## config.mk

```make
export PLATFORM = sky130hd
export DESIGN_NAME = ultrasonic_ranger_flat
export DESIGN_NICKNAME = d
export VERILOG_FILES = /design/src/rtl/ranger_pkg.sv /design/src/rtl/ultrasonic_ranger_if.sv /design/src/rtl/ultrasonic_ranger_sync_edge.sv /design/src/rtl/ultrasonic_ranger.sv /design/src/flat_wrapper.sv
export SDC_FILE = /design/constraint.sdc
export NUM_CORES = 1
export LEC_CHECK = 0
export CAP_MARGIN = 20
export CORE_UTILIZATION = 33
export DETAILED_ROUTE_END_ITERATION = 7
export PLACE_DENSITY_LB_ADDON = 0.2
export SYNTH_ARGS = -nofsm -noshare
export SYNTH_HDL_FRONTEND = slang
export SYNTH_SLANG_ARGS = --single-unit
```

## constraint.sdc

```tcl
create_clock -name clk -period 2.7 [get_ports clk]
set_input_delay 0.405 -clock clk [delete_from_list [all_inputs] [get_ports clk]]
set_output_delay 0.405 -clock clk [all_outputs]
set_load 0.03 [all_outputs]
```

## src/rtl/ranger_pkg.sv

```systemverilog
// Shared constants for the ultrasonic ranger: FSM encodings,
// 50 MHz timing defaults and the result width.
package ranger_pkg;

    localparam logic [2:0] ST_IDLE    = 3'd0;
    localparam logic [2:0] ST_TRIG    = 3'd1;
    localparam logic [2:0] ST_WAIT    = 3'd2;
    localparam logic [2:0] ST_MEASURE = 3'd3;
    localparam logic [2:0] ST_DONE    = 3'd4;
    localparam logic [2:0] ST_HOLDOFF = 3'd5;

    localparam int TRIG_CYCLES_DEF      = 500;
    localparam int CYCLES_PER_CM_DEF    = 2900;
    localparam int MAX_CM_DEF           = 400;
    localparam int ECHO_WAIT_CYCLES_DEF = 1_500_000;
    localparam int PERIOD_CYCLES_DEF    = 3_000_000;

    localparam int DIST_W = 32;

endpackage

```

## src/rtl/ultrasonic_ranger_if.sv

```systemverilog
// Distance result stream from the ranger to the car counter.
interface ultrasonic_ranger_if;
    import ranger_pkg::*;

    logic [DIST_W-1:0] distance;
    logic              distance_ready;
    logic              timeout;

    modport master (
        output distance,
        output distance_ready,
        output timeout
    );

    modport slave (
        input distance,
        input distance_ready,
        input timeout
    );

endinterface

```

## src/rtl/ultrasonic_ranger_sync_edge.sv

```systemverilog
// Two-flop synchronizer plus previous-value flop for an async GPIO
// input; reports the synchronized level and single-cycle edges.
module sync_edge (
    input  logic clk,
    input  logic reset_l,
    input  logic d_i,
    output logic sync_o,
    output logic rise_o,
    output logic fall_o
);

    logic s1_q;
    logic s2_q;
    logic prev_q;

    always_ff @(posedge clk or negedge reset_l) begin
        if (!reset_l) begin
            s1_q   <= 1'b0;
            s2_q   <= 1'b0;
            prev_q <= 1'b0;
        end else begin
            s1_q   <= d_i;
            s2_q   <= s1_q;
            prev_q <= s2_q;
        end
    end

    assign sync_o = s2_q;
    assign rise_o = s2_q & ~prev_q;
    assign fall_o = ~s2_q & prev_q;

endmodule

```

## src/rtl/ultrasonic_ranger.sv

```systemverilog
// HC-SR04 style ranger: periodic trigger, echo width timing and
// prescaled conversion to centimetres with missing/stuck echo timeout.
module ultrasonic_ranger
    import ranger_pkg::*;
#(
    parameter int TRIG_CYCLES      = TRIG_CYCLES_DEF,
    parameter int CYCLES_PER_CM    = CYCLES_PER_CM_DEF,
    parameter int MAX_CM           = MAX_CM_DEF,
    parameter int ECHO_WAIT_CYCLES = ECHO_WAIT_CYCLES_DEF,
    parameter int PERIOD_CYCLES    = PERIOD_CYCLES_DEF
) (
    input  logic clk,
    input  logic reset_l,
    input  logic enable,
    input  logic echo,
    output logic trigger,
    output logic busy,
    ultrasonic_ranger_if.master res
);

    localparam int TW  = $clog2(TRIG_CYCLES + 1);
    localparam int WW  = $clog2(ECHO_WAIT_CYCLES + 1);
    localparam int PRW = $clog2(CYCLES_PER_CM + 1);
    localparam int CW  = $clog2(MAX_CM + 1);
    localparam int PW  = $clog2(PERIOD_CYCLES + 1);

    localparam logic [TW-1:0]     TRIG_LAST = TW'(TRIG_CYCLES - 1);
    localparam logic [WW-1:0]     WAIT_LAST = WW'(ECHO_WAIT_CYCLES - 1);
    localparam logic [PRW-1:0]    PRE_LAST  = PRW'(CYCLES_PER_CM - 1);
    localparam logic [CW-1:0]     CM_LAST   = CW'(MAX_CM - 1);
    localparam logic [PW-1:0]     PER_LAST  = PW'(PERIOD_CYCLES - 1);
    localparam logic [DIST_W-1:0] DIST_MAX  = DIST_W'(MAX_CM);

    logic [2:0]        state_q, state_d;
    logic [TW-1:0]     trig_q, trig_d;
    logic [WW-1:0]     wait_q, wait_d;
    logic [PRW-1:0]    pre_q, pre_d;
    logic [CW-1:0]     cm_q, cm_d;
    logic [PW-1:0]     per_q, per_d;
    logic [DIST_W-1:0] dist_q, dist_d;
    logic              rdy_q, rdy_d;
    logic              to_q, to_d;

    logic unused_echo_lvl;
    logic echo_rise;
    logic echo_fall;
    logic wrap;
    logic done_go;
    logic done_to;

    sync_edge u_sync (
        .clk     (clk),
        .reset_l (reset_l),
        .d_i     (echo),
        .sync_o  (unused_echo_lvl),
        .rise_o  (echo_rise),
        .fall_o  (echo_fall)
    );

    assign wrap = (pre_q == PRE_LAST);

    always_comb begin
        state_d = state_q;
        trig_d  = trig_q;
        wait_d  = wait_q;
        pre_d   = pre_q;
        cm_d    = cm_q;
        done_go = 1'b0;
        done_to = 1'b0;
        // Trigger-to-trigger spacing counter saturates, never wraps
        per_d   = (per_q >= PER_LAST) ? per_q : per_q + 1'b1;

        unique case (state_q)
            ST_IDLE: begin
                if (enable) begin
                    state_d = ST_TRIG;
                    trig_d  = '0;
                    per_d   = '0;
                end
            end
            ST_TRIG: begin
                if (trig_q == TRIG_LAST) begin
                    state_d = ST_WAIT;
                    wait_d  = '0;
                end else begin
                    trig_d = trig_q + 1'b1;
                end
            end
            ST_WAIT: begin
                if (echo_rise) begin
                    state_d = ST_MEASURE;
                    pre_d   = '0;
                    cm_d    = '0;
                end else if (wait_q == WAIT_LAST) begin
                    done_go = 1'b1;
                    done_to = 1'b1;
                end else begin
                    wait_d = wait_q + 1'b1;
                end
            end
            ST_MEASURE: begin
                // The fall cycle itself is counted as an echo-high cycle
                if (wrap) begin
                    pre_d = '0;
                    cm_d  = cm_q + 1'b1;
                end else begin
                    pre_d = pre_q + 1'b1;
                end
                if (echo_fall) begin
                    done_go = 1'b1;
                end else if (wrap && cm_q == CM_LAST) begin
                    done_go = 1'b1;
                    done_to = 1'b1;
                end
            end
            ST_DONE: begin
                state_d = ST_HOLDOFF;
            end
            ST_HOLDOFF: begin
                if (per_q >= PER_LAST) begin
                    if (enable) begin
                        state_d = ST_TRIG;
                        trig_d  = '0;
                        per_d   = '0;
                    end else begin
                        state_d = ST_IDLE;
                    end
                end
            end
            default: begin
                state_d = ST_IDLE;
            end
        endcase

        if (done_go) begin
            state_d = ST_DONE;
        end

        rdy_d  = done_go;
        to_d   = done_go & done_to;
        dist_d = dist_q;
        if (done_go) begin
            dist_d = done_to ? DIST_MAX : DIST_W'(cm_d);
        end
    end

    always_ff @(posedge clk or negedge reset_l) begin
        if (!reset_l) begin
            state_q <= ST_IDLE;
            trig_q  <= '0;
            wait_q  <= '0;
            pre_q   <= '0;
            cm_q    <= '0;
            per_q   <= '0;
            dist_q  <= '0;
            rdy_q   <= 1'b0;
            to_q    <= 1'b0;
        end else begin
            state_q <= state_d;
            trig_q  <= trig_d;
            wait_q  <= wait_d;
            pre_q   <= pre_d;
            cm_q    <= cm_d;
            per_q   <= per_d;
            dist_q  <= dist_d;
            rdy_q   <= rdy_d;
            to_q    <= to_d;
        end
    end

    assign trigger            = (state_q == ST_TRIG);
    assign busy               = (state_q != ST_IDLE);
    assign res.distance       = dist_q;
    assign res.distance_ready = rdy_q;
    assign res.timeout        = to_q;

endmodule

```

## src/flat_wrapper.sv

```systemverilog
// flat-port wrapper written by rule: the top's interface ports become plain ports
module ultrasonic_ranger_flat import ranger_pkg::*;
#(
    parameter int TRIG_CYCLES      = TRIG_CYCLES_DEF,
    parameter int CYCLES_PER_CM    = CYCLES_PER_CM_DEF,
    parameter int MAX_CM           = MAX_CM_DEF,
    parameter int ECHO_WAIT_CYCLES = ECHO_WAIT_CYCLES_DEF,
    parameter int PERIOD_CYCLES    = PERIOD_CYCLES_DEF
)
  (clk, reset_l, enable, echo, trigger, busy, res_distance, res_distance_ready, res_timeout);
  ultrasonic_ranger_if res_i ();
  input  logic clk;
  input  logic reset_l;
  input  logic enable;
  input  logic echo;
  output logic trigger;
  output logic busy;
  output wire logic [$bits(res_i.distance)-1:0] res_distance;
  output wire logic [$bits(res_i.distance_ready)-1:0] res_distance_ready;
  output wire logic [$bits(res_i.timeout)-1:0] res_timeout;
  assign res_distance = res_i.distance;
  assign res_distance_ready = res_i.distance_ready;
  assign res_timeout = res_i.timeout;
  ultrasonic_ranger #(.TRIG_CYCLES(TRIG_CYCLES), .CYCLES_PER_CM(CYCLES_PER_CM), .MAX_CM(MAX_CM), .ECHO_WAIT_CYCLES(ECHO_WAIT_CYCLES), .PERIOD_CYCLES(PERIOD_CYCLES)) u_core (.clk(clk), .reset_l(reset_l), .enable(enable), .echo(echo), .trigger(trigger), .busy(busy), .res(res_i));
endmodule
```

==> metrics.csv, run 1 <==
metric,value,unit
status,completed,
syn_inst,561,
cts_root_buf,clkbuf_16,
hpwl,8260,um
cts_tree,built,
yosys.area_share.adder,1.39,%
ctsResizeCount,0,
firstDrtPassIters,5,
routed_wl,12200,um
ys_warn_count,0,
grt-ovfl-total,0,
worst_pin_slew,0.830,ns
synth_edf_count,0,
post_cts_buffers,0,
leakage,2.38,nW
hold_viol,0,
yosys.area.top_type,dfrtp_1,
finClkSkew,0.00758,ns
synth_compound_area_share,21.0,%
yosysUniqueCellTypes,70,
synth.area.mux_share,1.39,%
place.gp.congestion,0.806,
drive_gt1_share,8.73,%
synthSimpleGateAreaFrac,22.4,%
rows,45,
critPathLaunchType,register,
grt_max_degree,53,
r2r_start,u_core.wait_q[0]$_DFFE_PN0P_,
hold_path.class,in -> async,
pin_count,40,
finalSetupViolCount,0,
grtUsageTotal,15.8,%
clkTransAtPathRegs,0.07,ns
crit_path_max_fanout,15,
drtIter0Drc,252,
cts_sinks,90,
synth-seq-cells,90,
fin_setup_tns,0,ns
slew_violations,0,
antenna_found_initial,0,
synth_top_family_by_area,simple AND/OR/NAND/NOR gates,
crit_path_end_kind,primary output,
port_buffers,16,
cts_buffers,9,
start_util,34.0,%
grt_pass1_vias,4052,
min_period,2.38,ns
yosysTopAreaCellShare,43.2,%
cp_slowest_cell,clkdlybuf4s50_1,
cp-startpoint,u_core.state_q[1]$_DFFE_PN0P_,
ys_async_sr_fraction,100,%
cap_violations,0,
fin_ws,0.318,ns
wl_per_cell,15.3,um
clock_path_buffers,2,
fin_crit_sh,88.2,%
clock_latency,0.35,ns
critPathKind,reg -> out,
cp.required,2.30,ns
synthTopCellsByArea,"dfrtp_1 (43%), o31ai_1 (4.2%), xnor2_1 (3.7%)",
die_w,128,um
cp.arrival,1.98,ns
yosys.area_share.xor_xnor,3.87,%
drc,0,
die-area,16300,um2
syn_area,5210,um2
power_density,580,nW/um2
worst_ir_drop_vdd,0.309,mV
die_h,128,um
fmax,420,MHz
area_growth,13.3,%
r2r_setup_slack,0.32,ns
via_count,4342,
coreArea,15300,um2
rsz0062_at_grt,false,
antennaDiodeCount,0,
slowest_delay,0.62,ns
crit_chain,buf_4 > or3_1 > clkdlybuf4s50_1,
pre_cts_ws,0.348,ns
routed_via_density,5.46,
ys_seq_area_share,43.2,%
ant_nets,0,
grt_pass1_wl,20600,um
holdBufCountCts,0,
slew_headroom,44.7,%
htree_num_levels,3,
syn_area_per_cell,9.28,um2
ys.flop_type,dfrtp_1,
final_nets,588,
cells in the final DEF (no fill, tap or decap), types with 3 or more instances in the layout:
cell             synthesis  final
mux2i_1                  5      5
o31ai_1                 29     29
ha_1                     5      5
or4_1                    6      6
nand2_1                 44     44
and3_1                   7      7
nand4_1                 17     17
and4_1                   5      5
o21ai_0                 24     23
a22oi_1                  8      8
inv_6                    0      3
nor2_1                  29     29
o41ai_1                  4      4
clkbuf_16                0      9
o211ai_1                 3      3
or3_1                    5      5
nor4_1                  13     13
buf_4                   23     20
a32o_1                   5      5
a21oi_1                 28     28
nor2b_1                  3      3
conb_1                   1     23
a21o_1                   9      9
dfrtp_1                 90     90
nor3_1                  20     20
nand3_1                 31     31
clkdlybuf4s50_1          0     15
a22o_1                   4      4
inv_1                   14     14
and3b_1                  3      3
o2111ai_1                3      3
xnor2_1                 22     22
nand2b_1                 8      8
a211oi_1                10     10
a31oi_1                 11     10
through the flow:
stage	cells	total power, W	utilization [%]	instance area (um2)	hold slack [ns]
2_1_floorplan	583	0.00201	-	5290	0.109
3_3_place_gp	779	0.00210	36.5	5590	0.335
3_5_place_dp	779	0.00212	36.5	5590	0.335
4_1_cts	795	0.00347	38.5	5900	0.0400
5_1_grt	795	0.00360	38.5	5900	0.0612
6_report	795	0.00342	38.5	5900	0.0222
cell type report:
cell class / count / area (um2)
clock inverters: 5 / 67.6
multi-input cells: 428 / 2700
clock buffers: 11 / 243
well taps: 211 / 264
flip-flops and latches: 90 / 2250
inverters: 14 / 52.6
repair buffers: 36 / 320
fillers: 1533 / 9410
final timing paths:
kind                                                            to  cells past startpoint
worst max register to register  u_core.res.distance[2]$_DFFE_PN0N_                      6
worst min register to register      u_core.u_sync.sync_o$_DFF_PN0_                      0
worst min-delay path                    u_core.per_q[14]$_DFF_PN0_                      1
worst max-delay path                                          busy                      3
max in group asynchronous                 u_core.cm_q[4]$_DFF_PN0_                      2
min in group clk                    u_core.u_sync.sync_o$_DFF_PN0_                      0
cells in the mapped netlist (all sizes together), types with 3 or more instances:
cell / instances
nand4: 17
and3b: 3
and3: 7
nor4: 14
nor3: 20
nand2: 44
nand3: 31
a32o: 5
inv: 14
nand2b: 8
a21o: 9
mux2i: 5
o31ai: 29
nor2b: 3
a31oi: 11
nor2: 29
dfrtp: 90
a22o: 5
or3: 5
o211ai: 3
a21oi: 28
or4: 6
o41ai: 4
ha: 5
clkbuf: 21
o2111ai: 3
a211oi: 10
o311ai: 3
a22oi: 8
xnor2: 22
buf: 30
o21ai: 25
and4: 5
state kept, by name, summed over array words and instances (netlist names):
name,cells
u_core.u_sync.sync_o,1
u_core.trig_q,9
u_core.state_q,3
u_core.res.timeout,1
u_core.u_sync.s1_q,1
u_core.res.distance_ready,1
u_core.per_q,22
u_core.wait_q,21
u_core.pre_q,12
u_core.u_sync.prev_q,1
u_core.cm_q,9
u_core.res.distance,9
report_power, final:
group / switching, W / internal, W / total (W)
Clock: 0.000567 / 0.000760 / 0.00133
Combinational: 0.000249 / 0.000204 / 0.000452
Sequential: 0.000160 / 0.00148 / 0.00164
Total: 0.000976 / 0.00244 / 0.00342
routing by layer:
layer  track usage, %  vias to the layer above  wire length, um
li1                 -                     2122                -
met1             21.3                     2111             5850
met2             25.0                       97             5710
met3             3.85                       12              474
met4             5.26                        0              138
met5                0                        -                0
cells by family (layout without fill, tap and decap cells):
| group | count (synthesis) | count (layout) |
|---|---|---|
| flip-flops | 90 | 90 |
| buffers and inverters | 65 | 66 |
| XOR/XNOR | 23 | 23 |
| other | 1 | 23 |
| adder cells (fa/ha/maj) | 6 | 6 |
| AO/OA/AOI/OAI | 158 | 158 |
| multiplexers | 7 | 7 |
| AND/OR/NAND/NOR | 211 | 211 |
worst max-delay path: cells and delay by family (launching register included):
kind / cells / cell delay [ns]
buffers and inverters: 2 / 0.80
flip-flops: 1 / 0.38
AND/OR/NAND/NOR: 1 / 0.44
Note: power is estimated with default switching activity, not from simulation.
==> run 2, diff against run 1 <==
--- a/config.mk
+++ b/config.mk
@@ -8,7 +8,9 @@
 export CAP_MARGIN = 20
 export CORE_UTILIZATION = 33
 export DETAILED_ROUTE_END_ITERATION = 7
+export MAX_ROUTING_LAYER = met4
 export PLACE_DENSITY_LB_ADDON = 0.2
+export SLEW_MARGIN = 15
 export SYNTH_ARGS = -nofsm -noshare
 export SYNTH_HDL_FRONTEND = slang
 export SYNTH_SLANG_ARGS = --single-unit
==> run 2 against run 1 <==
Setup slack worse by 0.0015 ns. Die area did not move. Sequential share of layout area stayed put. Highest routed layer unchanged.
==> metrics.csv, run 2 (synthesis gave the netlist of run 1 again) <==
metric,value,unit
wl_per_cell,15.3,um
cp_slowest_cell,or4b_4,
status,completed,
final_nets,588,
slew_headroom,44.4,%
grt_pass1_vias,4058,
cts_tree,built,
final_cell_mix,"dfrtp_1 (90), nand2_1 (44), nand3_1 (31), nor2_1 (29), o31ai_1 (29)",
crit_path_max_fanout,6,
seq_area,2250,um2
cp-startpoint,u_core.pre_q[3]$_DFFE_PN0P_,
min_period,2.38,ns
area_growth,13.3,%
crit_cells,5,
worst_pin_slew,0.833,ns
cts_sinks,90,
layout_commonest_cell,dfrtp_1,
multiInputGateArea,2700,um2
hold_path.class,in -> async,
r2r_start,u_core.pre_q[3]$_DFFE_PN0P_,
power_density,580,nW/um2
placed_cell_area,5590,um2
top_regs,"u_core.per_q: 22 flops, u_core.wait_q: 21 flops, u_core.pre_q: 12 flops",
coreArea,15300,um2
slowest_delay,0.59,ns
finClkSkew,0.00804,ns
drive_gt1_share,8.73,%
nFillCells,1533,
start_util,34.0,%
cp.arrival,2.60,ns
finalSetupViolCount,0,
routed_via_density,5.45,
pin_count,40,
grt_pass1_wl,20600,um
total_power,0.00342,W
ant_nets,0,
crit_chain,or4b_4 > or3_1 > o311ai_0 > o311a_1 > a31oi_1,
drtIter0Drc,232,
hpwl,8260,um
fin_setup_tns,0,ns
crit_buf_inv,0,
clkTransAtPathRegs,0.07,ns
cts_root_buf,clkbuf_16,
cts_buffers,9,
largest_register_ffs,22,
cpLargestDelayFamily,simple AND/OR/NAND/NOR gates,
holdBufCountCts,0,
ctsResizeCount,0,
leakage,2.38,nW
dpl.cell_count,779,
cap_violations,0,
finalNonFillerCells,795,
antennaDiodeCount,0,
routed_wl,12200,um
r2r_setup_slack,0.32,ns
clock_latency,0.36,ns
slew_violations,0,
fin_crit_sh,88.3,%
fmax,420,MHz
grt_max_degree,53,
cp.required,2.92,ns
drc,0,
critPathKind,reg -> reg,
top_register,u_core.per_q,
post_cts_buffers,0,
critPathLaunchType,register,
place.gp.congestion,0.817,
worstReg2RegEnd,u_core.res.distance[7]$_DFFE_PN0N_,
endpoint,u_core.res.distance[7]$_DFFE_PN0N_,
grtUsageTotal,16.3,%
die_h,128,um
grt-ovfl-total,0,
fin_area,5900,um2
die_w,128,um
hold_viol,0,
port_buffers,16,
antenna_found_initial,0,
crit_path_end_kind,register,
rsz0062_at_grt,false,
clock_path_buffers,2,
rows,45,
via_count,4329,
firstDrtPassIters,5,
r2r_cells,5,
die-area,16300,um2
htree_num_levels,3,
worst_ir_drop_vdd,0.311,mV
-- run 2: cell counts in the layout (fill, tap and decap cells not counted) --
No cell type changed its count.
-- run 2: worst min-delay path by stage --
stage,end,depth (start not counted)
6_report,u_core.per_q[14]$_DFF_PN0_,1
5_1_grt,u_core.per_q[14]$_DFF_PN0_,1
4_1_cts,u_core.per_q[14]$_DFF_PN0_,1
3_5_place_dp,u_core.u_sync.sync_o$_DFF_PN0_,0
3_3_place_gp,u_core.u_sync.sync_o$_DFF_PN0_,0
2_1_floorplan,u_core.cm_q[0]$_DFF_PN0_,0
-- run 2: layer usage --
layer	part of all wire, %	vias up	track usage, %
li1	-	2119	-
met1	49	2114	21.4
met2	46	83	24.9
met3	3.5	13	3.94
met4	1.4	0	5.26
met5	0	-	-
-- run 2: through the flow --
step / hold slack [ns] / utilization, % / setup WS (ns)
5_1_grt: 0.0597 / 38.5 / 0.187
4_1_cts: 0.0400 / 38.5 / 0.293
3_5_place_dp: 0.335 / 36.5 / 0.348
2_1_floorplan: 0.109 / - / 0.0314
3_3_place_gp: 0.335 / 36.5 / 0.381
6_report: 0.0205 / 38.5 / 0.316
-- run 2: area by class of cell --
type,instances,share of cell area (%)
clock buffer,11,4.11
multi-input combinational,428,45.8
clock inverter,5,1.14
inverter,14,0.890
tap,211,4.47
timing repair buffer,36,5.43
sequential,90,38.2
-- run 2: power by group --
part	internal, W	switching [W]
Sequential	0.00148	0.000162
Combinational	0.000204	0.000249
Clock	0.000760	0.000567
Total	0.00244	0.000978
==> run 3, diff against run 2 <==
--- a/config.mk
+++ b/config.mk
@@ -6,6 +6,8 @@
 export NUM_CORES = 1
 export LEC_CHECK = 0
 export CAP_MARGIN = 20
+export CELL_PAD_IN_SITES_DETAIL_PLACEMENT = 1
+export CELL_PAD_IN_SITES_GLOBAL_PLACEMENT = 2
 export CORE_UTILIZATION = 33
 export DETAILED_ROUTE_END_ITERATION = 7
 export MAX_ROUTING_LAYER = met4
==> run 3 against run 2 <==
Power rose by 2.8%. Count of clock-buffer cells in the layout fell by 2. Hold slack improved by 0.020 ns. Maximum frequency fell by 3.5%. Sequential power barely moved. Clock skew fell by 0.00062 ns. Utilization rose by 0.22 points. Largest power group unchanged. Highest routed layer unchanged.
==> metrics.csv, run 3 (synthesis gave the netlist of run 1 again) <==
metric,value,unit
ant_nets,0,
critPathKind,reg -> reg,
die-area,16300,um2
port_buffers,16,
nFillCells,1795,
die_h,128,um
cap_violations,0,
antenna_found_initial,0,
grt-ovfl-total,0,
drc,0,
finalSetupViolCount,0,
pin_count,40,
crit_chain,ha_1 > nand4_1 > or4_1 > or2_2 > a21o_1 > a32o_1,
ctsResizeCount,0,
cts_buffers,9,
rsz0062_at_grt,false,
routed_via_density,5.55,
hold_path.class,in -> async,
grt_pass1_vias,4531,
cp.arrival,2.72,ns
largest_register_ffs,22,
drtIter0Drc,245,
leakage,2.40,nW
start_util,34.0,%
hpwl,9460,um
cp.required,2.95,ns
slowest_delay,0.59,ns
holdBufCountCts,0,
power_density,593,nW/um2
wl_per_cell,17.1,um
clkTransAtPathRegs,0.07,ns
status,completed,
cts_tree,built,
die_w,128,um
cts_root_buf,clkbuf_16,
grt_pass1_wl,23400,um
cp_slowest_cell,or4_1,
worst_pin_slew,0.795,ns
coreArea,15300,um2
min_period,2.47,ns
antennaDiodeCount,0,
slew_violations,0,
layout_commonest_cell,dfrtp_1,
finClkSkew,0.00742,ns
top_register,u_core.per_q,
clock_path_buffers,2,
area_growth,14.0,%
final_cell_mix,"dfrtp_1 (90), nand2_1 (44), nand3_1 (31), nor2_1 (29), o31ai_1 (29)",
htree_num_levels,3,
cpLargestDelayFamily,simple AND/OR/NAND/NOR gates,
fin_crit_sh,91.5,%
crit_path_end_kind,register,
finalNonFillerCells,797,
fmax,405,MHz
final_nets,590,
grtUsageTotal,18.6,%
grt_max_degree,52,
top_regs,"u_core.per_q: 22 flops, u_core.wait_q: 21 flops, u_core.pre_q: 12 flops",
place.gp.congestion,0.803,
post_cts_buffers,0,
worst_ir_drop_vdd,0.297,mV
fin_setup_tns,0,ns
clock_latency,0.36,ns
slew_headroom,47.0,%
crit_buf_inv,0,
crit_path_max_fanout,7,
drive_gt1_share,9.39,%
dpl.cell_count,781,
firstDrtPassIters,4,
hold_viol,0,
critPathLaunchType,register,
routed_wl,13600,um
cts_sinks,90,
via_count,4427,
rows,45,
[run 3: cell type report]
| type | count | area (um2) | area share (%) |
|---|---|---|---|
| Clock buffer | 9 | 225 | 3.79 |
| Clock inverter | 7 | 101 | 1.71 |
| Inverter | 14 | 52.6 | 0.885 |
| Multi-Input combinational cell | 428 | 2710 | 45.6 |
| Sequential cell | 90 | 2250 | 37.9 |
| Tap cell | 211 | 264 | 4.45 |
| Timing Repair Buffer | 38 | 335 | 5.65 |
[run 3: worst paths after layout]
kind | end | slack [ns] | cells past startpoint | from
min in group clk | u_core.u_sync.sync_o$_DFF_PN0_ | 0.36 | 0 | u_core.u_sync.s1_q$_DFF_PN0_
hold reg to reg | u_core.u_sync.sync_o$_DFF_PN0_ | 0.36 | 0 | u_core.u_sync.s1_q$_DFF_PN0_
max in group asynchronous | u_core.cm_q[4]$_DFF_PN0_ | 1.99 | 2 | reset_l
setup / recovery | u_core.res.distance[2]$_DFFE_PN0N_ | 0.23 | 6 | u_core.wait_q[0]$_DFFE_PN0P_
setup reg to reg | u_core.res.distance[2]$_DFFE_PN0N_ | 0.23 | 6 | u_core.wait_q[0]$_DFFE_PN0P_
hold / removal | u_core.per_q[18]$_DFF_PN0_ | 0.04 | 1 | reset_l
[run 3: power by group]
group          leakage [nW]  internal, W  total [W]  switching [W]
Clock                 0.153     0.000819    0.00140       0.000584
Combinational          1.04     0.000211   0.000475       0.000265
Sequential             1.20      0.00148    0.00164       0.000158
Total                  2.40      0.00251    0.00352        0.00101
[run 3: layer usage]
layer	share of wire, %	global-route usage [%]	vias up
met3	2.7	4.02	11
li1	-	-	2118
met5	0	-	-
met2	46	28.7	61
met1	50	24.8	2237
met4	1.0	4.98	0
[run 3: stage by stage]
stage / setup WS (ns) / hold WS (ns) / cell area, um2 / utilization, % / total power [W]
finish: 0.229 / 0.0405 / 5940 / 38.8 / 0.00352
global route: 0.141 / 0.0788 / 5940 / 38.8 / 0.00370
CTS: 0.217 / 0.0530 / 5940 / 38.8 / 0.00358
detailed placement: 0.251 / 0.340 / 5610 / 36.6 / 0.00214
global placement: 0.308 / 0.334 / 5610 / 36.6 / 0.00212
floorplan: 0.0314 / 0.109 / 5290 / - / 0.00201
